File: config.mk
export PLATFORM = sky130hd
export DESIGN_NAME = dtp_port_timestamp
export DESIGN_NICKNAME = d
export VERILOG_FILES = /design/src/rtl/dtp_pkg.sv /design/src/rtl/dtp_tx_arb.sv /design/src/rtl/dtp_port_timestamp.sv
export SDC_FILE = /design/constraint.sdc
export NUM_CORES = 1
export LEC_CHECK = 0
export CORE_MARGIN = 4
export CORE_UTILIZATION = 25
export DETAILED_ROUTE_END_ITERATION = 12
export SYNTH_ARGS = -nofsm -noshare
export SYNTH_HDL_FRONTEND = slang
export SYNTH_SLANG_ARGS = --single-unit
File: constraint.sdc
create_clock -name clock -period 10.1 [get_ports clock]
set_input_delay 2.02 -clock clock [delete_from_list [all_inputs] [get_ports clock]]
set_output_delay 2.02 -clock clock [all_outputs]
set_load 0.05 [all_outputs]
File: src/rtl/dtp_pkg.sv
// Shared types for the per-port DTP timestamp block: message encodings, FSM states, tx payload.
package dtp_pkg;

    localparam int unsigned TS_W  = 53;
    localparam int unsigned MSG_W = 2;

    typedef enum logic [MSG_W-1:0] {
        MSG_INIT     = 2'b00,
        MSG_INIT_ACK = 2'b01,
        MSG_BEACON   = 2'b10,
        MSG_RSVD     = 2'b11
    } msg_type_e;

    typedef enum logic [1:0] {
        ST_DOWN      = 2'd0,
        ST_INIT_SEND = 2'd1,
        ST_INIT_WAIT = 2'd2,
        ST_SYNCED    = 2'd3
    } state_e;

    typedef struct packed {
        msg_type_e       msg_type;
        logic [TS_W-1:0] ts;
    } tx_msg_t;

endpackage

File: src/rtl/dtp_tx_arb.sv
// Tx message arbiter: pending INIT_ACK/INIT/BEACON flags, fixed-priority load and a
// valid/ready output register whose payload holds until accepted.
module dtp_tx_arb
    import dtp_pkg::*;
(
    input  logic            clock,
    input  logic            reset,
    input  logic            flush_i,
    input  logic            ack_req_i,
    input  logic [TS_W-1:0] ack_ts_i,
    input  logic            init_req_i,
    input  logic            beacon_req_i,
    input  logic [TS_W-1:0] local_ts_i,
    input  logic            tx_ready_i,
    output logic            tx_valid_o,
    output tx_msg_t         tx_msg_o
);

    logic            ack_pend_q, ack_pend_d;
    logic [TS_W-1:0] ack_ts_q, ack_ts_d;
    logic            init_pend_q, init_pend_d;
    logic            beacon_pend_q, beacon_pend_d;
    logic            valid_q, valid_d;
    tx_msg_t         msg_q, msg_d;

    // A new request arriving in the cycle its flag is consumed stays pending for a later load.
    always_comb begin
        ack_pend_d    = ack_pend_q;
        ack_ts_d      = ack_ts_q;
        init_pend_d   = init_pend_q;
        beacon_pend_d = beacon_pend_q;
        valid_d       = valid_q;
        msg_d         = msg_q;

        if (valid_q && tx_ready_i) begin
            valid_d = 1'b0;
        end

        if (!valid_q) begin
            if (ack_pend_q) begin
                valid_d        = 1'b1;
                msg_d.msg_type = MSG_INIT_ACK;
                msg_d.ts       = ack_ts_q;
                ack_pend_d     = 1'b0;
            end else if (init_pend_q) begin
                valid_d        = 1'b1;
                msg_d.msg_type = MSG_INIT;
                msg_d.ts       = local_ts_i;
                init_pend_d    = 1'b0;
            end else if (beacon_pend_q) begin
                valid_d        = 1'b1;
                msg_d.msg_type = MSG_BEACON;
                msg_d.ts       = local_ts_i;
                beacon_pend_d  = 1'b0;
            end
        end

        if (ack_req_i) begin
            ack_pend_d = 1'b1;
            ack_ts_d   = ack_ts_i;
        end
        if (init_req_i) begin
            init_pend_d = 1'b1;
        end
        if (beacon_req_i) begin
            beacon_pend_d = 1'b1;
        end

        if (flush_i) begin
            ack_pend_d    = 1'b0;
            init_pend_d   = 1'b0;
            beacon_pend_d = 1'b0;
            valid_d       = 1'b0;
        end
    end

    always_ff @(posedge clock or posedge reset) begin
        if (reset) begin
            ack_pend_q    <= 1'b0;
            ack_ts_q      <= '0;
            init_pend_q   <= 1'b0;
            beacon_pend_q <= 1'b0;
            valid_q       <= 1'b0;
            msg_q         <= '0;
        end else begin
            ack_pend_q    <= ack_pend_d;
            ack_ts_q      <= ack_ts_d;
            init_pend_q   <= init_pend_d;
            beacon_pend_q <= beacon_pend_d;
            valid_q       <= valid_d;
            msg_q         <= msg_d;
        end
    end

    assign tx_valid_o = valid_q;
    assign tx_msg_o   = msg_q;

endmodule

File: src/rtl/dtp_port_timestamp.sv
// Per-port DTP local timestamp: free-running counter, INIT/INIT_ACK delay measurement,
// periodic beacons and max(local, peer+delay) alignment on received beacons.
module dtp_port_timestamp
    import dtp_pkg::*;
#(
    parameter int unsigned INCR          = 1,
    parameter int unsigned DELAY_W       = 16,
    parameter int unsigned BEACON_PERIOD = 200,
    parameter int unsigned INIT_TIMEOUT  = 4096
) (
    input  logic               clock,
    input  logic               reset,
    input  logic               link_up,
    input  logic               rx_msg_valid,
    input  logic [1:0]         rx_msg_type,
    input  logic [TS_W-1:0]    rx_msg_ts,
    output logic               tx_msg_valid,
    input  logic               tx_msg_ready,
    output logic [1:0]         tx_msg_type,
    output logic [TS_W-1:0]    tx_msg_ts,
    output logic [TS_W-1:0]    local_ts,
    output logic [DELAY_W-1:0] delay,
    output logic               synced
);

    localparam int unsigned TMR_MAX = (INIT_TIMEOUT > BEACON_PERIOD) ? INIT_TIMEOUT : BEACON_PERIOD;
    localparam int unsigned TMR_W   = $clog2(TMR_MAX);

    state_e             state_q, state_d;
    logic [TS_W-1:0]    local_ts_q, local_ts_d;
    logic [TS_W-1:0]    t_sent_q, t_sent_d;
    logic [DELAY_W-1:0] delay_q, delay_d;
    logic [TMR_W-1:0]   timer_q, timer_d;
    logic               synced_q, synced_d;

    logic               rx_init, rx_ack, rx_beacon;
    logic               tx_hs;
    logic               init_req, beacon_req, ack_req;
    tx_msg_t            tx_msg;
    logic [TS_W-1:0]    cand, base;
    logic [TS_W-1:0]    rtt_half;
    logic [DELAY_W-1:0] delay_meas;

    assign rx_init   = rx_msg_valid && (msg_type_e'(rx_msg_type) == MSG_INIT);
    assign rx_ack    = rx_msg_valid && (msg_type_e'(rx_msg_type) == MSG_INIT_ACK);
    assign rx_beacon = rx_msg_valid && (msg_type_e'(rx_msg_type) == MSG_BEACON);
    assign tx_hs     = tx_msg_valid && tx_msg_ready;
    assign ack_req   = rx_init && (state_q != ST_DOWN);

    // Half the round trip, saturated to the delay width.
    assign rtt_half   = (local_ts_q - t_sent_q) >> 1;
    assign delay_meas = (|rtt_half[TS_W-1:DELAY_W]) ? '1 : rtt_half[DELAY_W-1:0];

    always_comb begin
        cand = rx_msg_ts + TS_W'(delay_q);
        base = local_ts_q;
        if ((state_q == ST_SYNCED) && rx_beacon && (cand > local_ts_q)) begin
            base = cand;
        end
        local_ts_d = base + TS_W'(INCR);
    end

    always_comb begin
        state_d    = state_q;
        timer_d    = timer_q;
        t_sent_d   = t_sent_q;
        delay_d    = delay_q;
        init_req   = 1'b0;
        beacon_req = 1'b0;

        case (state_q)
            ST_DOWN: begin
                if (link_up) begin
                    state_d  = ST_INIT_SEND;
                    init_req = 1'b1;
                end
            end
            ST_INIT_SEND: begin
                // The held payload equals local_ts at load, so it doubles as t_sent.
                if (tx_hs && (tx_msg.msg_type == MSG_INIT)) begin
                    state_d  = ST_INIT_WAIT;
                    timer_d  = '0;
                    t_sent_d = tx_msg.ts;
                end
            end
            ST_INIT_WAIT: begin
                if (rx_ack && (rx_msg_ts == t_sent_q)) begin
                    delay_d = delay_meas;
                    state_d = ST_SYNCED;
                    timer_d = '0;
                end else if (timer_q == TMR_W'(INIT_TIMEOUT - 1)) begin
                    state_d  = ST_INIT_SEND;
                    init_req = 1'b1;
                    timer_d  = '0;
                end else begin
                    timer_d = timer_q + TMR_W'(1);
                end
            end
            ST_SYNCED: begin
                if (timer_q == TMR_W'(BEACON_PERIOD - 1)) begin
                    timer_d    = '0;
                    beacon_req = 1'b1;
                end else begin
                    timer_d = timer_q + TMR_W'(1);
                end
            end
            default: begin
                state_d = ST_DOWN;
            end
        endcase

        if (!link_up) begin
            state_d    = ST_DOWN;
            timer_d    = '0;
            init_req   = 1'b0;
            beacon_req = 1'b0;
        end

        synced_d = (state_d == ST_SYNCED);
    end

    always_ff @(posedge clock or posedge reset) begin
        if (reset) begin
            state_q    <= ST_DOWN;
            local_ts_q <= '0;
            t_sent_q   <= '0;
            delay_q    <= '0;
            timer_q    <= '0;
            synced_q   <= 1'b0;
        end else begin
            state_q    <= state_d;
            local_ts_q <= local_ts_d;
            t_sent_q   <= t_sent_d;
            delay_q    <= delay_d;
            timer_q    <= timer_d;
            synced_q   <= synced_d;
        end
    end

    dtp_tx_arb u_tx_arb (
        .clock        (clock),
        .reset        (reset),
        .flush_i      (!link_up),
        .ack_req_i    (ack_req),
        .ack_ts_i     (rx_msg_ts),
        .init_req_i   (init_req),
        .beacon_req_i (beacon_req),
        .local_ts_i   (local_ts_q),
        .tx_ready_i   (tx_msg_ready),
        .tx_valid_o   (tx_msg_valid),
        .tx_msg_o     (tx_msg)
    );

    assign tx_msg_type = tx_msg.msg_type;
    assign tx_msg_ts   = tx_msg.ts;
    assign local_ts    = local_ts_q;
    assign delay       = delay_q;
    assign synced      = synced_q;

endmodule

Word-level counts from Yosys, hierarchy flattened. Cells that the tools add are included.

Word-level logic and storage cells: 98. Register bits: 249. Output and inout bits: 126. Bits of input ports: 60.

Reduce and logical (&&, ||, !) cells: 21. Muxes and demuxes: 41. Bitwise operators: 1. Add/sub/neg operators: 4. Equal/unequal tests: 17. Order comparisons: 1.

Operators with widths (count): 2-to-1 mux 55 bit (3); 2-to-1 mux 12 bit (5); adder 53 x 1 -> 53 bit, second input constant (1); adder 53 x 16 -> 53 bit (1); equality test 53 bit (1); > comparator 53 bit (1); 2-to-1 mux 53 bit (1); subtractor 53 bit (1); one-hot mux 12 bit (3 select lines) (1); OR reduction 36 bit (1); 2-to-1 mux 1 bit (24); != test 3 bit, second input constant (7); 2-to-1 mux 16 bit (1); adder 12 x 1 -> 12 bit, second input constant (1); equality test 12 bit, second input constant (1); equality test 12 x 8 -> 1 bit, second input constant (1); AND reduction 2 bit (5); logical AND 1 bit (9); equality test 2 bit, second input constant (4); 2-to-1 mux 2 bit (4); zero test 2 bit (3); one-hot mux 2 bit (3 select lines) (1); equality test 2 x 1 -> 1 bit, second input constant (2); != test 4 x 1 -> 1 bit, second input constant (1); other kinds (5) (5).

Longest topological paths before layout. Gate-level depths: netlist of run 1.

Depth in word-level cells: 8. Mapped depth: 38. Mapped depth without buffers: 30.

Cells and area by module. A second synthesis of run 1 with hierarchy kept.

Cells, all modules: 2212. Area, all modules: 19852.8 um2.

Modules (own cells, without submodules): dtp_port_timestamp (area an instance 14869.3 um2, instances 1, cells each 1839); dtp_tx_arb (area an instance 4983.5 um2, instances 1, cells each 373).

Worst setup path before layout of run 1. No wires, ideal clock.

Kind: input-to-reg. From: input port rx_msg_ts[0]. To: register local_ts_q[46] (netlist: local_ts[46]). Path slack: 452 ps. Data arrival time: 9579 ps. Stages: 37. Required time: 10030 ps. Path buffers: 8. Cell sequence: ha_1 inv_1 fa_1 nor2b_1 o221ai_2 a21oi_4 a311oi_1 buf_2 buf_2 nor2_1 nand3_1 nor2_1 xor2_1 ha_1 a21o_1 a21o_1 a21oi_1 o21ai_0 o31ai_1 and2_1 clkbuf_1 clkbuf_1 buf_1 buf_1 nand2_1 o21ai_0 ha_1 clkbuf_1 inv_1 nand4bb_1 o31a_1 nor3_2 nand4_1 or3_1 clkbuf_1 or4_1 nand3_1.

Word-level cells in the longest chain between the ends: 5.

Ends and longest elaborated chain: start: declaration (RTL line dtp_port_timestamp.sv:16) `input logic [TS_W-1:0] rx_msg_ts,`; adder 53 x 16 -> 53 bit * (RTL line dtp_port_timestamp.sv:55) `cand = rx_msg_ts + TS_W'(delay_q);`; > comparator 53 bit (RTL line dtp_port_timestamp.sv:57) `if ((state_q == ST_SYNCED) && rx_beacon && (cand > local_ts_q)) begin`; logical AND 1 bit (RTL line dtp_port_timestamp.sv:57); 2-to-1 mux 53 bit * (RTL line dtp_port_timestamp.sv:57); adder 53 x 1 -> 53 bit * (RTL line dtp_port_timestamp.sv:60) `local_ts_d = base + TS_W'(INCR);`; named net local_ts_d[46] (RTL line dtp_port_timestamp.sv:30) `logic [TS_W-1:0] local_ts_q, local_ts_d;`; end signal: assignment (RTL line dtp_port_timestamp.sv:132) `local_ts_q <= local_ts_d;`; end: declaration (RTL line dtp_port_timestamp.sv:30).

The timed path passes the listed nets; every way through them passes the cells marked *. A chain may end at the register's enable or synchronous reset.

Worst setup path in the final report of run 1.
From: input port rx_msg_ts[7]. To: register local_ts_q[42] (netlist: local_ts[42]).

Same word-level chain as after synthesis.

==> flow_summary.toml, run 1 <==
[grt]
grt_overflow = 0
antenna_found_initial = 6
grt_pass1_wl_um = 112000
first_global_vias = 16965
grt_util_all_layers_pct = 18.1
grt_max_degree = 143

[routing]
ant_nets = 0
drt_first_pass_iters = 5
vias = 18219
drt_wl_total_um = 76200
drt-initial-drc-count = 1875
drc = 0
wl_per_cell_um = 22.5
routed_via_density = 5.37

[timing]
setup_viol = 0
slew_violations = 0
fin_crit_ns = 8.96
period_share_pct = 88.7
max_freq_mhz = 112
worst_pin_slew_ns = 1.19
final.setup.tns_ns = 0
clock_skew_ns = 0.0116
final_hold_viol_count = 0
rsz0062_at_grt = "no"
setup_slack_ns = 1.14
relSlewSlack_pct = 19.9

[clocking]
cts_tree = "built"
cts.reportedPaths.clkPinSlew_ns = 0.07
post_cts_buffers = 0
clock_latency_ns = 0.59
cts_buffers = 30
clockRootBuffer = "clkbuf_16"
clock_sinks = 249
cts_hold_buf = 0
htree_levels = 1
clockBufferDepth = 3
cts_resized = 0

[cells_and_area]
layout_common_cells = "248 x dfrtp_1, 194 x nand2_1, 185 x clkdlybuf4s50_1, 182 x a21oi_1, 172 x nor2_1"
finalCoreUtilization_pct = 30.3
fillers = 8006
nets = 2573
layout-drive-gt1-share_pct = 6.68
layout.cells.non_filler = 3392
syn_to_final_growth_pct = 20.5
final_common_cell = "dfrtp_1"

[floorplan]
die_w_um = 284
die_y_um = 284
num_rows = 101
dieArea_um2 = 80800
io_pins = 186
core_um2 = 75800
initial_core_util_pct = 25.1

[power_and_ir_drop]
powerDensity_nw_per_um2 = 258
p_leak_nw = 9.29
ir_drop_v = 0.000146
fin_total_pwr_mw = 5.93

[setup_path]
critPathCaptureType = "flop"
path_class = "input pin to flop"
path_max_fanout = 10
path_delay_family = "simple AND/OR/NAND/NOR gates"
startpoint_type = "input pin"
cp_slowest_cell = "a211oi_1"
cp_num_buf_inv = 3
required_ns = 10.57
crit_arrival_ns = 9.44
max_stage_delay_ns = 0.54

[flow_run]
drv_cap = 0

[logic_synthesis]
avgSynthCellArea_um2 = 8.46
yosys_warnings = 0
ys_seq_area_share_pct = 32.7
synth_seq_cells = 249
ys_types = 90
async_reset_ff_share_pct = 100
synth_flop_cell = "dfrtp_1"
synth_edf_count = 0
syn-instance-count = 2255
syn-cell-area_um2 = 19100
syn-num-nets = 2439

[placement]
dp.cells = 3335
io_buffer_count = 185
placement.setup.worst_slack_ns = 0.800
gp_congestion = 0.944
place.detailed.hpwl_um = 59100

[outcome]
run_status = "finished, final reports clean"

[min_path]
hold_class = "flop to flop"
## metal layers
| layer | part of all wire [%] | GRT usage, % |
|---|---|---|
| met5 | 0.055 | 0 |
| met4 | 2.8 | 4.55 |
| met3 | 11 | 4.55 |
| met2 | 41 | 26.1 |
| met1 | 46 | 26.7 |
## metrics by stage
stage	hold slack (ns)	area (um2)
final	0.487	23000
after CTS	0.487	23000
after detailed placement	0.472	22000
after floorplan	0.450	19100
after global placement	0.464	22000
after global routing	0.503	23000
## worst register-to-register path: cells and delay by family, from the launching register on
| kind | cells | cell delay (ns) |
|---|---|---|
| XOR/XNOR | 2 | 0.31 |
| AND/OR/NAND/NOR | 13 | 3.46 |
| flip-flops | 1 | 0.47 |
| adder cells (fa/ha/maj) | 3 | 1.07 |
| AO/OA/AOI/OAI | 8 | 1.82 |
| buffers and inverters | 2 | 0.28 |
## cell families after synthesis
logic type	share of synthesized area, %
buffers and inverters	5.25
xor gates and xnor gates	8.77
adders and majority gates	8.22
muxes	7.04
and+or+nand+nor	19.1
DFF	32.7
AOI/OAI and AO/OA	18.9
## cell usage after synthesis (15+ instances only)
| master | number | area, um2 |
|---|---|---|
| a211oi_1 | 16 | 120 |
| a21o_1 | 43 | 323 |
| a21oi_1 | 182 | 911 |
| a31oi_1 | 28 | 175 |
| and2_1 | 18 | 113 |
| and3_1 | 28 | 175 |
| clkbuf_1 | 81 | 304 |
| dfrtp_1 | 249 | 6230 |
| ha_1 | 122 | 1530 |
| inv_1 | 150 | 563 |
| mux2_2 | 49 | 552 |
| mux2i_1 | 79 | 791 |
| nand2_1 | 195 | 732 |
| nand3_1 | 67 | 335 |
| nand4_1 | 63 | 394 |
| nor2_1 | 173 | 649 |
| nor2b_1 | 15 | 93.8 |
| nor3_1 | 33 | 165 |
| nor4_1 | 47 | 294 |
| o21ai_0 | 157 | 786 |
| o21bai_1 | 15 | 113 |
| o31ai_1 | 16 | 120 |
| xnor2_1 | 91 | 797 |
| xor2_1 | 100 | 876 |
## worst paths after layout
kind | start | endpoint | slack, ns | cells past startpoint
max | rx_msg_ts[7] | local_ts[42]$_DFF_PP0_ | 1.14 | 29
min | u_tx_arb.ack_ts_q[19]$_DFFE_PP0P_ | u_tx_arb.ack_ts_q[19]$_DFFE_PP0P_ | 0.49 | 2
max reg2reg | delay[8]$_DFFE_PP0P_ | local_ts[42]$_DFF_PP0_ | 2.59 | 28
min reg2reg | u_tx_arb.ack_ts_q[19]$_DFFE_PP0P_ | u_tx_arb.ack_ts_q[19]$_DFFE_PP0P_ | 0.49 | 2
max in group asynchronous | reset | local_ts[41]$_DFF_PP0_ | 6.74 | 3
min in group asynchronous | reset | u_tx_arb.tx_msg_o[5]$_DFFE_PP0P_ | 1.96 | 2
## registers in the layout, summed over array words and instances, names as in the netlist, 2 cells and up
register / count
u_tx_arb.ack_ts_q: 53
local_ts: 53
state_q: 2
t_sent_q: 53
delay: 16
u_tx_arb.tx_msg_o: 55
timer_q: 12
## area by class of cell
type	count	area, um2	share of cell area, %
Antenna cell	5	12.5	0.0544
Clock buffer	39	836	3.64
Clock inverter	13	174	0.757
Inverter	150	571	2.48
Multi-Input combinational cell	1746	11900	51.6
Sequential cell	249	6230	27.1
Tap cell	978	1220	5.33
Timing Repair Buffer	212	2070	8.99
## report_power, final
part	total, mW	internal, mW	switching (mW)	leakage, nW
logic	3.19	1.11	2.08	5.75
clock network	1.15	0.679	0.467	0.494
registers	1.60	1.27	0.330	3.05
Note: power is estimated with default switching activity, not from simulation.
==> run 2, diff against run 1 <==
- CELL_PAD_IN_SITES_DETAIL_PLACEMENT: default -> 0
- CELL_PAD_IN_SITES_GLOBAL_PLACEMENT: default -> 2
- PLACE_DENSITY_LB_ADDON: default -> 0.1
==> run 2 against run 1 <==
Against the previous run: critical path depth is 1 lower; clock power is 14% higher; utilization is 0.57 points higher; critical endpoint is now local_ts[46]$_DFF_PP0_; largest cell class unchanged.
==> flow_summary.toml, run 2 (synthesized netlist as in run 1, its figures left out) <==
[outcome]
run_status = "finished, final reports clean"

[cells_and_area]
final_common_cell = "dfrtp_1"
largest_reg_flops = 55
layout_common_cells = "248 x dfrtp_1, 194 x nand2_1, 185 x clkdlybuf4s50_1, 182 x a21oi_1, 172 x nor2_1"
nets = 2611
layout.cells.non_filler = 3434
layout-drive-gt1-share_pct = 8.16
fillers = 8086
syn_to_final_growth_pct = 22.8

[routing]
vias = 17794
routed_via_density = 5.18
wl_per_cell_um = 25.6
drc = 0
drt-initial-drc-count = 1258
drt_first_pass_iters = 5
ant_nets = 0
drt_wl_total_um = 87900

[min_path]
hold_start = "u_tx_arb.ack_ts_q[19]$_DFFE_PP0P_"
hold_class = "flop to flop"
min_path_cells = 2
min_to = "u_tx_arb.ack_ts_q[19]$_DFFE_PP0P_"

[timing]
rsz0062_at_grt = "no"
max_freq_mhz = 105
period_share_pct = 94.4
setup_viol = 0
hold_ws_ns = 0.485
clock_skew_ns = 0.0307
final_hold_viol_count = 0
relSlewSlack_pct = 35.4
final.setup.tns_ns = 0
worst_pin_slew_ns = 0.969
fin_crit_ns = 9.53
slew_violations = 0

[setup_path]
r2r_cells = 27
critPathCaptureType = "flop"
crit_arrival_ns = 10.01
startpoint_type = "input pin"
r2r-end = "local_ts[46]$_DFF_PP0_"
path_class = "input pin to flop"
ff2ff_setup_slack_ns = 2.12
path_max_fanout = 14
r2r_start = "delay[7]$_DFFE_PP0P_"
required_ns = 10.58

[floorplan]
die_w_um = 284
num_rows = 101
core_um2 = 75800
initial_core_util_pct = 25.1
dieArea_um2 = 80800
die_y_um = 284
io_pins = 186

[power_and_ir_drop]
intPower_mw = 3.20
combinationalPowerShare_pct = 53.2
powerDensity_nw_per_um2 = 265
ir_drop_v = 0.000106
power_switching_mw = 3.01
power.share.sequential_pct = 25.6
sw_frac_of_total_pct = 48.5
p_leak_nw = 9.54
p_clk_share_pct = 21.2

[placement]
io_buffer_count = 185
dp.cells = 3368
place.detailed.hpwl_um = 70600
gp_congestion = 0.896

[clocking]
post_cts_buffers = 0
clockBufferDepth = 3
cts_resized = 0
cts_hold_buf = 0
clock_latency_ns = 0.57
clockRootBuffer = "clkbuf_16"
cts_buffers = 35
cts_tree = "built"
cts.reportedPaths.clkPinSlew_ns = 0.06
htree_levels = 2
clock_sinks = 249

[grt]
antenna_found_initial = 9
grt_max_degree = 71
first_global_vias = 18223
grt_overflow = 0
grt_util_all_layers_pct = 21.3
grt_pass1_wl_um = 128000

[flow_run]
drv_cap = 0
## run 2: cell count changes in the layout (fill, tap and decap cells not counted)
cell,before,now
clkbuf_16,31,36
clkinv_4,1,0
nor4_4,0,1
nor4_2,1,0
clkbuf_1,5,8
nand2_4,0,1
inv_6,0,1
clkinv_8,0,1
clkbuf_8,3,6
nand2_2,1,0
buf_4,26,59
clkinvlp_4,2,0
clkinv_2,6,5
## run 2: how the worst max path moves through the flow
| stage | endpoint | cells after the start | slack [ns] | start |
|---|---|---|---|---|
| after floorplan | local_ts[46]$_DFF_PP0_ | 37 | 0.45 | rx_msg_ts[0] |
| after global placement | local_ts[46]$_DFF_PP0_ | 28 | 0.31 | rx_msg_ts[7] |
| after detailed placement | local_ts[46]$_DFF_PP0_ | 28 | 0.13 | rx_msg_ts[7] |
| after CTS | local_ts[46]$_DFF_PP0_ | 28 | 0.70 | rx_msg_ts[7] |
| after global routing | local_ts[46]$_DFF_PP0_ | 28 | 0.005 | rx_msg_ts[7] |
| final | local_ts[46]$_DFF_PP0_ | 28 | 0.57 | rx_msg_ts[7] |
## run 2: metrics by stage
stage                     power (mW)  utilization (%)  instance area, um2  setup slack, ns
after floorplan                 3.63                -               19100            0.452
after global placement          4.92             29.3               22200            0.310
after detailed placement        4.91             29.3               22200            0.132
after CTS                       6.27             30.9               23400            0.701
after global routing            6.61             30.9               23400          0.00469
final                           6.21             30.9               23400            0.568
## run 2: power by group through the flow
stage	sequential [mW]	clock (mW)	combinational, mW
final	1.59	1.31	3.30
after global routing	1.63	1.39	3.59
after CTS	1.61	1.36	3.30
after detailed placement	1.62	0	3.29
after global placement	1.62	0	3.30
after floorplan	1.84	0	1.79
## run 2: area by class of cell
cell class                      count  area (um2)  share of cell area (%)
Inverter                          150         571                    2.44
Antenna cell                        5        12.5                  0.0534
Clock buffer                       50        1010                    4.33
Multi-Input combinational cell   1746       11900                    50.7
Timing Repair Buffer              245        2310                    9.89
Clock inverter                     11         170                   0.727
Tap cell                          978        1220                    5.23
Sequential cell                   249        6230                    26.6
## run 2: critical path: stages
cell	delay [ns]
clkdlybuf4s50_1	0.51
ha_1	0.53
o21ai_0	0.16
o21bai_1	0.26
a211oi_1	0.12
o21a_1	0.29
nor3_1	0.44
nand2_1	0.17
or4_1	0.55
xnor2_1	0.17
ha_1	0.33
nand4_1	0.14
nor2_1	0.33
and3_1	0.28
a31oi_1	0.16
o31ai_1	0.13
and2_2	0.39
nand2_1	0.08
o21ai_0	0.11
ha_1	0.39
inv_1	0.13
nand4bb_1	0.28
o31a_1	0.37
nor3_2	0.26
nand4_1	0.28
or3_1	0.53
or4_1	0.45
nand3_1	0.09
## run 2: routing by layer
layer	global-route usage, %	vias to the layer above	routed length [um]
met1	27.2	8789	39000
met3	3.74	96	3990
li1	-	8467	-
met4	5.59	10	2390
met5	0	-	57
met2	37.0	432	42500
